### src/rtl/mem_ctrl.sv
// Byte-serial RAM controller arbitrating instruction fetches and load/stores
// onto a single synchronous 8-bit RAM port (read data one cycle after address).
module mem_ctrl #(
    parameter int ADR_W = 16,
    parameter int DW    = 32
) (
    input  logic             clk,
    input  logic             rst,
    input  logic             en,
    input  logic             clr_i,
    input  logic             if_en_i,
    input  logic [ADR_W-1:0] if_pc_i,
    output logic             if_en_o,
    output logic [DW-1:0]    if_ins_o,
    input  logic             ls_en_i,
    input  logic             ls_wr_i,
    input  logic [1:0]       ls_len_i,
    input  logic [ADR_W-1:0] ls_adr_i,
    input  logic [DW-1:0]    ls_dat_i,
    output logic             ls_en_o,
    output logic [DW-1:0]    ls_dat_o,
    input  logic [7:0]       mem_din,
    output logic [7:0]       mem_dout,
    output logic [ADR_W-1:0] mem_a,
    output logic             mem_wr
);

    typedef enum logic [1:0] {IDLE, IF_RD, LS_RD, LS_WR} state_t;

    state_t           state_q, state_d;
    logic [ADR_W-1:0] base_q, base_d;
    logic [2:0]       n_q, n_d;
    logic [2:0]       a_idx_q, a_idx_d;
    logic [2:0]       c_q, c_d;
    logic [DW-1:0]    buf_q, buf_d;
    logic [DW-1:0]    sdat_q, sdat_d;
    logic [ADR_W-1:0] mem_a_q, mem_a_d;
    logic [7:0]       mem_dout_q, mem_dout_d;
    logic             mem_wr_q, mem_wr_d;
    logic             if_en_q, if_en_d;
    logic             ls_en_q, ls_en_d;
    logic [DW-1:0]    if_ins_q, if_ins_d;
    logic [DW-1:0]    ls_dat_q, ls_dat_d;

    logic             if_pend_q, if_pend_d;
    logic [ADR_W-1:0] if_pc_pend_q, if_pc_pend_d;
    logic             ls_pend_q, ls_pend_d;
    logic             ls_wr_pend_q, ls_wr_pend_d;
    logic [1:0]       ls_len_pend_q, ls_len_pend_d;
    logic [ADR_W-1:0] ls_adr_pend_q, ls_adr_pend_d;
    logic [DW-1:0]    ls_dat_pend_q, ls_dat_pend_d;

    logic [2:0]       a_nxt;
    logic             ls_take, if_take, if_live;
    logic             sel_wr;
    logic [1:0]       sel_len;
    logic [ADR_W-1:0] sel_adr;
    logic [DW-1:0]    sel_dat;

    function automatic logic [2:0] len_bytes(input logic [1:0] len);
        case (len)
            2'b00:   len_bytes = 3'd1;
            2'b01:   len_bytes = 3'd2;
            default: len_bytes = 3'd4;
        endcase
    endfunction

    function automatic logic [ADR_W-1:0] adr_off(input logic [ADR_W-1:0] base, input logic [2:0] k);
        adr_off = base + {{(ADR_W-3){1'b0}}, k};
    endfunction

    always_comb begin
        state_d       = state_q;
        base_d        = base_q;
        n_d           = n_q;
        a_idx_d       = a_idx_q;
        c_d           = c_q;
        buf_d         = buf_q;
        sdat_d        = sdat_q;
        mem_a_d       = mem_a_q;
        mem_dout_d    = mem_dout_q;
        mem_wr_d      = mem_wr_q;
        if_en_d       = 1'b0;
        ls_en_d       = 1'b0;
        if_ins_d      = if_ins_q;
        ls_dat_d      = ls_dat_q;
        if_pend_d     = if_pend_q;
        if_pc_pend_d  = if_pc_pend_q;
        ls_pend_d     = ls_pend_q;
        ls_wr_pend_d  = ls_wr_pend_q;
        ls_len_pend_d = ls_len_pend_q;
        ls_adr_pend_d = ls_adr_pend_q;
        ls_dat_pend_d = ls_dat_pend_q;
        a_nxt         = a_idx_q + 3'd1;
        ls_take       = 1'b0;
        if_take       = 1'b0;
        if_live       = if_en_i && !clr_i;
        sel_wr        = ls_en_i ? ls_wr_i  : ls_wr_pend_q;
        sel_len       = ls_en_i ? ls_len_i : ls_len_pend_q;
        sel_adr       = ls_en_i ? ls_adr_i : ls_adr_pend_q;
        sel_dat       = ls_en_i ? ls_dat_i : ls_dat_pend_q;

        if (en) begin
            case (state_q)
                IF_RD, LS_RD: begin
                    // a_idx leads c by one once the first byte is in flight
                    if (a_idx_q != c_q) begin
                        buf_d[{c_q[1:0], 3'b000} +: 8] = mem_din;
                        c_d = c_q + 3'd1;
                        if (c_q == n_q - 3'd1) begin
                            state_d = IDLE;
                            if (state_q == IF_RD) begin
                                if_en_d  = 1'b1;
                                if_ins_d = buf_d;
                            end else begin
                                ls_en_d  = 1'b1;
                                ls_dat_d = buf_d;
                            end
                        end
                    end
                    a_idx_d = a_nxt;
                    mem_a_d = adr_off(base_q, a_nxt);
                end
                LS_WR: begin
                    if (a_idx_q == n_q - 3'd1) begin
                        mem_wr_d = 1'b0;
                        ls_en_d  = 1'b1;
                        state_d  = IDLE;
                    end else begin
                        a_idx_d    = a_nxt;
                        mem_a_d    = adr_off(base_q, a_nxt);
                        mem_dout_d = sdat_q[{a_nxt[1:0], 3'b000} +: 8];
                    end
                end
                default: ;
            endcase
        end

        if (clr_i && state_q == IF_RD) begin
            state_d  = IDLE;
            if_en_d  = 1'b0;
            if_ins_d = if_ins_q;
        end

        // a completing edge may chain straight into the next transfer
        if (en && state_d == IDLE) begin
            if (ls_en_i || ls_pend_q)
                ls_take = 1'b1;
            else if (if_live || (if_pend_q && !clr_i))
                if_take = 1'b1;
        end

        if (ls_en_i && !ls_take) begin
            ls_pend_d     = 1'b1;
            ls_wr_pend_d  = ls_wr_i;
            ls_len_pend_d = ls_len_i;
            ls_adr_pend_d = ls_adr_i;
            ls_dat_pend_d = ls_dat_i;
        end else if (ls_take) begin
            ls_pend_d = 1'b0;
        end

        if (clr_i) begin
            if_pend_d = 1'b0;
        end else if (if_live && !if_take) begin
            if_pend_d    = 1'b1;
            if_pc_pend_d = if_pc_i;
        end else if (if_take) begin
            if_pend_d = 1'b0;
        end

        if (ls_take || if_take) begin
            a_idx_d = 3'd0;
            c_d     = 3'd0;
            buf_d   = '0;
            if (ls_take) begin
                base_d  = sel_adr;
                mem_a_d = sel_adr;
                n_d     = len_bytes(sel_len);
                sdat_d  = sel_dat;
                if (sel_wr) begin
                    state_d    = LS_WR;
                    mem_wr_d   = 1'b1;
                    mem_dout_d = sel_dat[7:0];
                end else begin
                    state_d  = LS_RD;
                    mem_wr_d = 1'b0;
                end
            end else begin
                base_d   = if_live ? if_pc_i : if_pc_pend_q;
                mem_a_d  = if_live ? if_pc_i : if_pc_pend_q;
                n_d      = 3'd4;
                state_d  = IF_RD;
                mem_wr_d = 1'b0;
            end
        end
    end

    always_ff @(posedge clk or posedge rst) begin
        if (rst) begin
            state_q       <= IDLE;
            base_q        <= '0;
            n_q           <= '0;
            a_idx_q       <= '0;
            c_q           <= '0;
            buf_q         <= '0;
            sdat_q        <= '0;
            mem_a_q       <= '0;
            mem_dout_q    <= '0;
            mem_wr_q      <= 1'b0;
            if_en_q       <= 1'b0;
            ls_en_q       <= 1'b0;
            if_ins_q      <= '0;
            ls_dat_q      <= '0;
            if_pend_q     <= 1'b0;
            if_pc_pend_q  <= '0;
            ls_pend_q     <= 1'b0;
            ls_wr_pend_q  <= 1'b0;
            ls_len_pend_q <= '0;
            ls_adr_pend_q <= '0;
            ls_dat_pend_q <= '0;
        end else begin
            state_q       <= state_d;
            base_q        <= base_d;
            n_q           <= n_d;
            a_idx_q       <= a_idx_d;
            c_q           <= c_d;
            buf_q         <= buf_d;
            sdat_q        <= sdat_d;
            mem_a_q       <= mem_a_d;
            mem_dout_q    <= mem_dout_d;
            mem_wr_q      <= mem_wr_d;
            if_en_q       <= if_en_d;
            ls_en_q       <= ls_en_d;
            if_ins_q      <= if_ins_d;
            ls_dat_q      <= ls_dat_d;
            if_pend_q     <= if_pend_d;
            if_pc_pend_q  <= if_pc_pend_d;
            ls_pend_q     <= ls_pend_d;
            ls_wr_pend_q  <= ls_wr_pend_d;
            ls_len_pend_q <= ls_len_pend_d;
            ls_adr_pend_q <= ls_adr_pend_d;
            ls_dat_pend_q <= ls_dat_pend_d;
        end
    end

    // While paused, point the RAM at the next uncaptured byte so its data is
    // waiting on mem_din in the first cycle after en returns.
    assign mem_a    = (!en && (state_q == IF_RD || state_q == LS_RD)) ? adr_off(base_q, c_q) : mem_a_q;
    assign mem_wr   = mem_wr_q && en;
    assign mem_dout = mem_dout_q;
    assign if_en_o  = if_en_q;
    assign if_ins_o = if_ins_q;
    assign ls_en_o  = ls_en_q;
    assign ls_dat_o = ls_dat_q;

endmodule

### config.mk
export PLATFORM = sky130hd
export DESIGN_NAME = mem_ctrl
export DESIGN_NICKNAME = d
export VERILOG_FILES = /design/src/rtl/mem_ctrl.sv
export SDC_FILE = /design/constraint.sdc
export NUM_CORES = 1
export LEC_CHECK = 0
export BUFFER_PORTS_ARGS = -buffer_cell sky130_fd_sc_hd__buf_2
export CAP_MARGIN = 10
export CORE_ASPECT_RATIO = 2
export CORE_MARGIN = 2
export CORE_UTILIZATION = 30
export CTS_CLUSTER_SIZE = 30
export DETAILED_ROUTE_END_ITERATION = 7
export GPL_TIMING_DRIVEN = 0
export PLACE_DENSITY = 0.56
export RECOVER_POWER = 25
export SETUP_SLACK_MARGIN = 0.3
export SYNTH_ARGS = -nofsm -noshare
export SYNTH_HDL_FRONTEND = slang
export SYNTH_SLANG_ARGS = --single-unit
### constraint.sdc
create_clock -name clk -period 19.25 [get_ports clk]
set_clock_uncertainty 0.05 [all_clocks]
set_input_delay 4.8125 -clock clk [delete_from_list [all_inputs] [get_ports clk]]
set_output_delay 4.8125 -clock clk [all_outputs]
set_load 0.02 [all_outputs]
# Word level (Yosys, flattened, before mapping)
# Index checks and enable logic that the tools add are counted.
# op_classes
muxes	69
n_mul	0
eq_ne	8
magnitude_cmp	0
div	0
n_bitwise	3
reduce_logical	34
n_addsub	6
shift	3
# op_table
operator	count
32-bit two-way mux	5
16-bit two-way mux	7
8-bit two-way mux	6
16-bit by 3-bit adder with 16-bit output	2
32-bit bitwise mux	1
16-bit one-hot mux with 2 select lines	1
8-bit by 7-bit variable shift with 32-bit output (first input constant)	1
32-bit by 6-bit variable part select with 8-bit output	1
8-bit by 7-bit variable part select with 32-bit output	1
1-bit two-way mux	29
3-bit two-way mux	8
2-bit two-way mux	8
3-bit one-hot mux with 2 select lines	2
2-bit nonzero test	6
3-bit AND reduction	3
1-bit logical AND	8
5-bit negator with 7-bit output	1
3-bit by 1-bit adder with 3-bit output (second input constant)	2
3-bit equality test	2
6-bit AND reduction	1
3-bit nonzero test	2
5-bit AND reduction	1
2-bit by 1-bit equality test with 1-bit output (second input constant)	2
2-bit equality test (second input constant)	2
11 further kinds	21
# word_totals
ff_bits	251
latchBits	0
romBits	0
memories	0
ram_bits	0
inputBits	81

# Longest topological paths before layout
# Gate-level depths: netlist (run 1).
# logic_depth
ltp_word	14
depth_mapped	11
depth_no_buf	10

# Worst setup path after synthesis (run 1)
# OpenSTA, ideal clock, no wires.
# synth_path
kind	input-to-output
from	input port en
to	output port mem_a[11]
required_time_ps	14388
path_slack_ps	8508
stages	4
arrival_time_ps	5879
path_cell_list	clkbuf_1 nand2b_1 clkbuf_1 o21ai_0
# synth_via
elab_chain_cells	3
# synth_lines
item	line_no	rtl
start, declared	9	input logic en,
1-bit logical NOT	249	assign mem_a = (!en && (state_q == IF_RD || state_q == LS_RD)) ? adr_off(base_q, c_q) : mem_a_q;
1-bit logical AND	249	
16-bit two-way mux	249	
end, declared	24	output logic [ADR_W-1:0] mem_a,
# No other way between the ends.

==> impl_metrics.tcl, run 1 <==
set metrics [dict create \
    grt_max_degree 123 \
    setup_ws_ns 7.54 \
    synth_edf_count 0 \
    hp-class "reg -> reg" \
    routabilityCongestion 0.891 \
    r2r_setup_slack_ns 16.16 \
    finalHoldViolations 0 \
    worstHoldStart "if_ins_o[16]$_DFFE_PP0P_" \
    outcome "finished with violations" \
    hpwl_um 26900 \
    critPathMaxFanout 122 \
    clkPwrFrac 0.220 \
    cts_max_level 1 \
    syn_area_per_cell_sq_um 10.5 \
    ys.flop_type "dfrtp_1" \
    crit_type "in -> async" \
    ir_worst_vdd_mv 0.0845 \
    ios 172 \
    vias_per_cell 4.79 \
    critPathMaxStageDelay_ns 4.72 \
    p_seq_frac 0.358 \
    cts_buffers 25 \
    n_antenna_cell 0 \
    die_area_sq_um 42200 \
    io_buffers 162 \
    drv_cap 2 \
    cellPowerDensity_nw_per_um2 162 \
    drc 0 \
    fp.dieW_um 146 \
    path_cells "buf_2 -> clkinvlp_2 -> clkbuf_1" \
    startpoint_type "input port" \
    synth_warnings 0 \
    setup_viol 0 \
    synth_nets 1261 \
    postSynth.asyncResetShare 1.00 \
    p_switching_mw 0.930 \
    finalCritPeriodShare 0.608 \
    p_int_mw 1.42 \
    cts_tree "yes" \
    ys_types 59 \
    coreArea_sq_um 40100 \
    final_common_cell "dfrtp_1" \
    initialDrtViolationCount 304 \
    die_h_um 289 \
    end_kind "async pin" \
    whs_ns 0.423 \
    wire_per_inst_um 18.4 \
    switching_share 0.396 \
    tns_ns 0 \
    grt_overflow 0 \
    grt_pass1_vias 9503 \
    cts.repair.resized 0 \
    critPathRequiredTime_ns 18.18 \
    wl_um 34900 \
    dp_slack_ns 7.73 \
    violations "max-capacitance violations, max-slew violations" \
    r2r_end "buf_q[14]$_DFFE_PP0P_" \
    whs_path_depth 2 \
    synthesis.area_sq_um 12200 \
    rows 104 \
    clk_pin_slew_ns 0.07 \
    reg2reg_from "c_q[0]$_DFFE_PP0P_" \
    grt_pass1_wl_um 54900 \
    ys_seq_area_frac 0.517 \
    hold_end "if_ins_o[16]$_DFFE_PP0P_" \
    drive_above_1_share 0.235 \
    r2r_cells 9 \
    syn2layout_area_growth_pct 19.2 \
    path_buf_inv 3 \
    grt_usage 0.166 \
    clock_path_buffers 3 \
    cts_hold_buf 0 \
    rsz0062_at_grt "false" \
    root_buffer "clkbuf_16" \
    nets 1452 \
    clk_latency_ns 0.55 \
    finalCriticalPeriod_ns 11.71 \
    antenna_found_initial 1 \
    netlist_instances 1160 \
    final_cell_mix "251 x dfrtp_1, 175 x buf_2, 133 x nand2_1" \
    slew_headroom -3.51 \
    regArea_sq_um 6280 \
    ys_ff_latch 251 \
    nFillCells 4172 \
    vias 9094 \
    clock_sinks 251 \
    initial_core_util 0.303 \
    fmax_mhz 85.4 \
    drt_first_pass_iters 4 \
    path_delay_family "buffers and inverters" \
    critPathArrivalTime_ns 10.64 \
    tightestPinTransition_ns 6.76 \
    slew_violations 223 \
    pwr-share-comb 0.422 \
    post-cts-setup-buffers 0 \
    leakage_nw 6.75 \
    p_total_mw 2.35 \
    cpMaxStageDelayCell "clkbuf_1" \
    multi_input_area_sq_um 5420 \
    ant_nets 0 \
]
==> routing by layer <==
metal	track usage	wire length, um	part of all wire	up-vias
li1	-	-	-	4397
met3	0.0210	1250	0.036	59
met1	0.167	12300	0.35	4432
met2	0.340	20100	0.58	204
met4	0.0614	1210	0.035	2
met5	0	13	0.00037	-
==> through the flow <==
| stage | util | cells | instance area, sq um |
|---|---|---|---|
| finish | 0.361 | 1899 | 14500 |
| global placement | 0.340 | 1852 | 13600 |
| detailed placement | 0.342 | 1854 | 13700 |
| CTS | 0.363 | 1899 | 14500 |
| global route | 0.361 | 1899 | 14500 |
| floorplan | - | 1160 | 12200 |
==> worst max-delay path by stage <==
stage / cells past startpoint / endpoint / slack, ns / start
after floorplan: 1 / a_idx_q[0]$_DFFE_PP0P_ / 7.49 / rst
after global placement: 2 / ls_adr_pend_q[13]$_DFFE_PP0P_ / 4.36 / rst
after detailed placement: 7 / mem_a[6] / 7.73 / en
after CTS: 7 / mem_a[6] / 7.72 / en
after global routing: 3 / base_q[12]$_DFFE_PP0P_ / 6.00 / rst
final: 3 / if_pc_pend_q[8]$_DFFE_PP0P_ / 7.54 / rst
==> synthesized netlist by cell type, drive strengths merged, types with 2 or more instances <==
cell,n,share of area
dfrtp,251,0.52
nand2,134,0.042
nor2,105,0.033
a21oi,97,0.040
o21ai,94,0.039
mux2,71,0.069
mux2i,62,0.051
nor2b,49,0.025
buf,44,0.020
clkbuf,37,0.011
a22oi,33,0.020
xnor2,23,0.017
inv,20,0.0062
ha,18,0.019
xor2,18,0.013
a211oi,12,0.0074
a21o,11,0.0068
o22ai,9,0.0046
mux4,8,0.015
and2,6,0.0031
nand4,6,0.0031
a31oi,5,0.0026
and3,5,0.0026
nand3,5,0.0021
nor3,5,0.0025
nand2b,3,0.0015
fa,2,0.0033
nor3b,2,0.0016
nor4,2,0.0010
o211ai,2,0.0012
o2bb2ai,2,0.0014
o31ai,2,0.0035
or2,2,0.0010
or3,2,0.0010
==> kinds of logic (layout without fill, tap and decap cells) <==
family                   Yosys count  count (layout)  synth area share
XOR/XNOR                          42              42            0.0316
flip-flops                       251             251             0.517
buffers and inverters            101             310            0.0372
adder cells (fa/ha/maj)           20              20            0.0218
AND/OR/NAND/NOR                  328             328             0.122
AO/OA/AOI/OAI                    277             277             0.136
multiplexers                     141             141             0.135
==> state kept, by name, indices dropped and copies added, names as in the netlist, 16 cells and up <==
register       flops
buf_q             32
if_ins_o          32
ls_dat_o          32
ls_dat_pend_q     32
sdat_q            32
base_q            16
if_pc_pend_q      16
ls_adr_pend_q     16
mem_a_q           16
==> area by class of cell <==
type / count / area share
Tap cell: 530 / 0.0458
Multi-Input combinational cell: 808 / 0.374
Clock buffer: 37 / 0.0498
Buffer: 81 / 0.0260
Clock inverter: 8 / 0.00873
Sequential cell: 251 / 0.434
Inverter: 20 / 0.00527
Timing Repair Buffer: 164 / 0.0565
==> power groups by stage <==
stage               clock network (mW)  logic (mW)  registers (mW)
floorplan                            0       0.652           0.878
global placement                     0       0.983           0.842
detailed placement                   0        1.00           0.850
CTS                              0.533        1.01           0.840
global route                     0.552        1.10           0.863
finish                           0.516       0.991           0.840
==> worst reg2reg max path, cell delays in order, from the launching register on <==
cell and delay [ns]:
dfrtp_1 0.47, buf_2 0.26, inv_1 0.14, ha_1 0.40, nand2_1 0.07, nor3_1 0.85, and2_1 0.25, buf_1 0.30
a22oi_1 0.11, nor2_1 0.12
Power figures use the tool's default switching activity.
==> inputs of run 2 (changes only) <==
--- a/config.mk
+++ b/config.mk
@@ -13,7 +13,7 @@
 export CTS_CLUSTER_SIZE = 30
 export DETAILED_ROUTE_END_ITERATION = 7
 export GPL_TIMING_DRIVEN = 0
-export PLACE_DENSITY = 0.56
+export PLACE_DENSITY = 0.58
 export RECOVER_POWER = 25
 export SETUP_SLACK_MARGIN = 0.3
 export SYNTH_ARGS = -nofsm -noshare
==> constraint.sdc (replaced) <==
create_clock -name clk -period 9.6 [get_ports clk]
set_clock_uncertainty 0.05 [all_clocks]
set_input_delay 2.4 -clock clk [delete_from_list [all_inputs] [get_ports clk]]
set_output_delay 2.4 -clock clk [all_outputs]
set_load 0.02 [all_outputs]
==> impl_metrics.tcl, run 2 (synthesis gave the netlist of run 1 again) <==
set metrics [dict create \
    vias 9104 \
    dpl.cell_count 1858 \
    cts_hold_buf 0 \
    reg2reg_from "c_q[0]$_DFFE_PP0P_" \
    tightestPinTransition_ns 2.25 \
    ir_worst_vdd_mv 0.151 \
    rows 104 \
    fp.dieW_um 146 \
    end_kind "primary output" \
    grt_max_degree 42 \
    outcome "finished with violations" \
    cellPowerDensity_nw_per_um2 320 \
    slew_violations 160 \
    hpwl_um 27300 \
    finalCritPeriodShare 0.703 \
    clk_latency_ns 0.57 \
    syn2layout_area_growth_pct 19.2 \
    die_h_um 289 \
    finalHoldViolations 0 \
    nets 1456 \
    critPathMaxFanout 10 \
    clock_path_buffers 3 \
    setup_viol 0 \
    nFillCells 4139 \
    critPathRequiredTime_ns 7.15 \
    grt_usage 0.166 \
    cts_tree "yes" \
    initialDrtViolationCount 278 \
    worstHoldStart "if_ins_o[11]$_DFFE_PP0P_" \
    finalCriticalPeriod_ns 6.75 \
    final_common_cell "dfrtp_1" \
    r2r_setup_slack_ns 6.55 \
    slew_headroom -0.502 \
    initial_core_util 0.303 \
    clk_pin_slew_ns 0.06 \
    drv_cap 4 \
    placed_area_sq_um 13700 \
    wire_per_inst_um 18.3 \
    grt_pass1_vias 9540 \
    crit_type "in -> out" \
    root_buffer "clkbuf_16" \
    ios 172 \
    drt_first_pass_iters 4 \
    wl_um 34800 \
    r2r_end "buf_q[21]$_DFFE_PP0P_" \
    startpoint_type "input port" \
    hp-class "reg -> reg" \
    clock_sinks 251 \
    multi_input_area_sq_um 5420 \
    rsz0062_at_grt "false" \
    p_total_mw 4.64 \
    post-cts-setup-buffers 0 \
    die_area_sq_um 42200 \
    whs_path_depth 2 \
    routabilityCongestion 0.827 \
    drive_above_1_share 0.238 \
    grt_pass1_wl_um 55000 \
    antenna_found_initial 3 \
    fin_cells 1902 \
    regArea_sq_um 6280 \
    coreArea_sq_um 40100 \
    post-route-cell-area_sq_um 14500 \
    fmax_mhz 148 \
    drc 0 \
    io_buffers 162 \
    violations "max-capacitance violations, max-slew violations" \
    cts_max_level 1 \
    tns_ns 0 \
    final_cell_mix "251 x dfrtp_1, 175 x buf_2, 133 x nand2_1" \
    hold_end "if_ins_o[11]$_DFFE_PP0P_" \
    cts.repair.resized 0 \
    r2r_cells 9 \
    grt_overflow 0 \
    vias_per_cell 4.79 \
    utilization 0.361 \
    leakage_nw 6.76 \
    critPathArrivalTime_ns 4.30 \
    ant_nets 0 \
    cts_buffers 25 \
]
run 2: changes by cell type in the layout (fill, tap and decap cells not counted), sizes merged:
cell,before,now
diode,0,1
clkbuf,76,71
clkinv,4,9
bufinv,3,1
clkinvlp,1,2
buf,206,209
run 2: how the worst max path moves through the flow:
stage	from	endpoint
floorplan	en	mem_a[11]
global placement	rst	ls_adr_pend_q[12]$_DFFE_PP0P_
detailed placement	en	mem_a[6]
CTS	en	mem_a[6]
global route	en	mem_a[11]
finish	en	mem_a[6]
run 2: per-stage QoR:
step	hold WS (ns)	setup slack, ns
floorplan	0.395	3.68
global placement	0.407	2.18
detailed placement	0.415	2.89
CTS	0.430	2.88
global route	0.448	2.78
finish	0.424	2.85
run 2: final cells by class:
| cell class | count | area share |
|---|---|---|
| clock inverters | 12 | 0.00734 |
| flip-flops and latches | 251 | 0.434 |
| inverters | 20 | 0.00527 |
| clock buffers | 31 | 0.0468 |
| multi-input cells | 808 | 0.374 |
| repair buffers | 168 | 0.0609 |
| well taps | 530 | 0.0458 |
| diodes | 1 | 0.000173 |
| plain buffers | 81 | 0.0260 |
run 2: where the power goes:
part | internal [mW] | total, mW | switching (mW)
Clock | 0.530 | 0.970 | 0.440
Combinational | 0.784 | 1.98 | 1.20
Sequential | 1.46 | 1.68 | 0.226
Total | 2.77 | 4.64 | 1.87
run 2: worst max-delay path, stage by stage:
cell      delay, ns
buf_2          0.13
clkbuf_1       0.37
nand2b_1       0.27
clkbuf_1       0.44
nand2_1        0.19
o21ai_0        0.23
buf_2          0.26
run 2: per-layer routing:
layer,global-route usage,vias up,part of all wire
met5,0,-,0.00078
met4,0.0762,4,0.044
met3,0.0235,72,0.035
met2,0.336,195,0.57
met1,0.165,4419,0.35
li1,-,4414,-
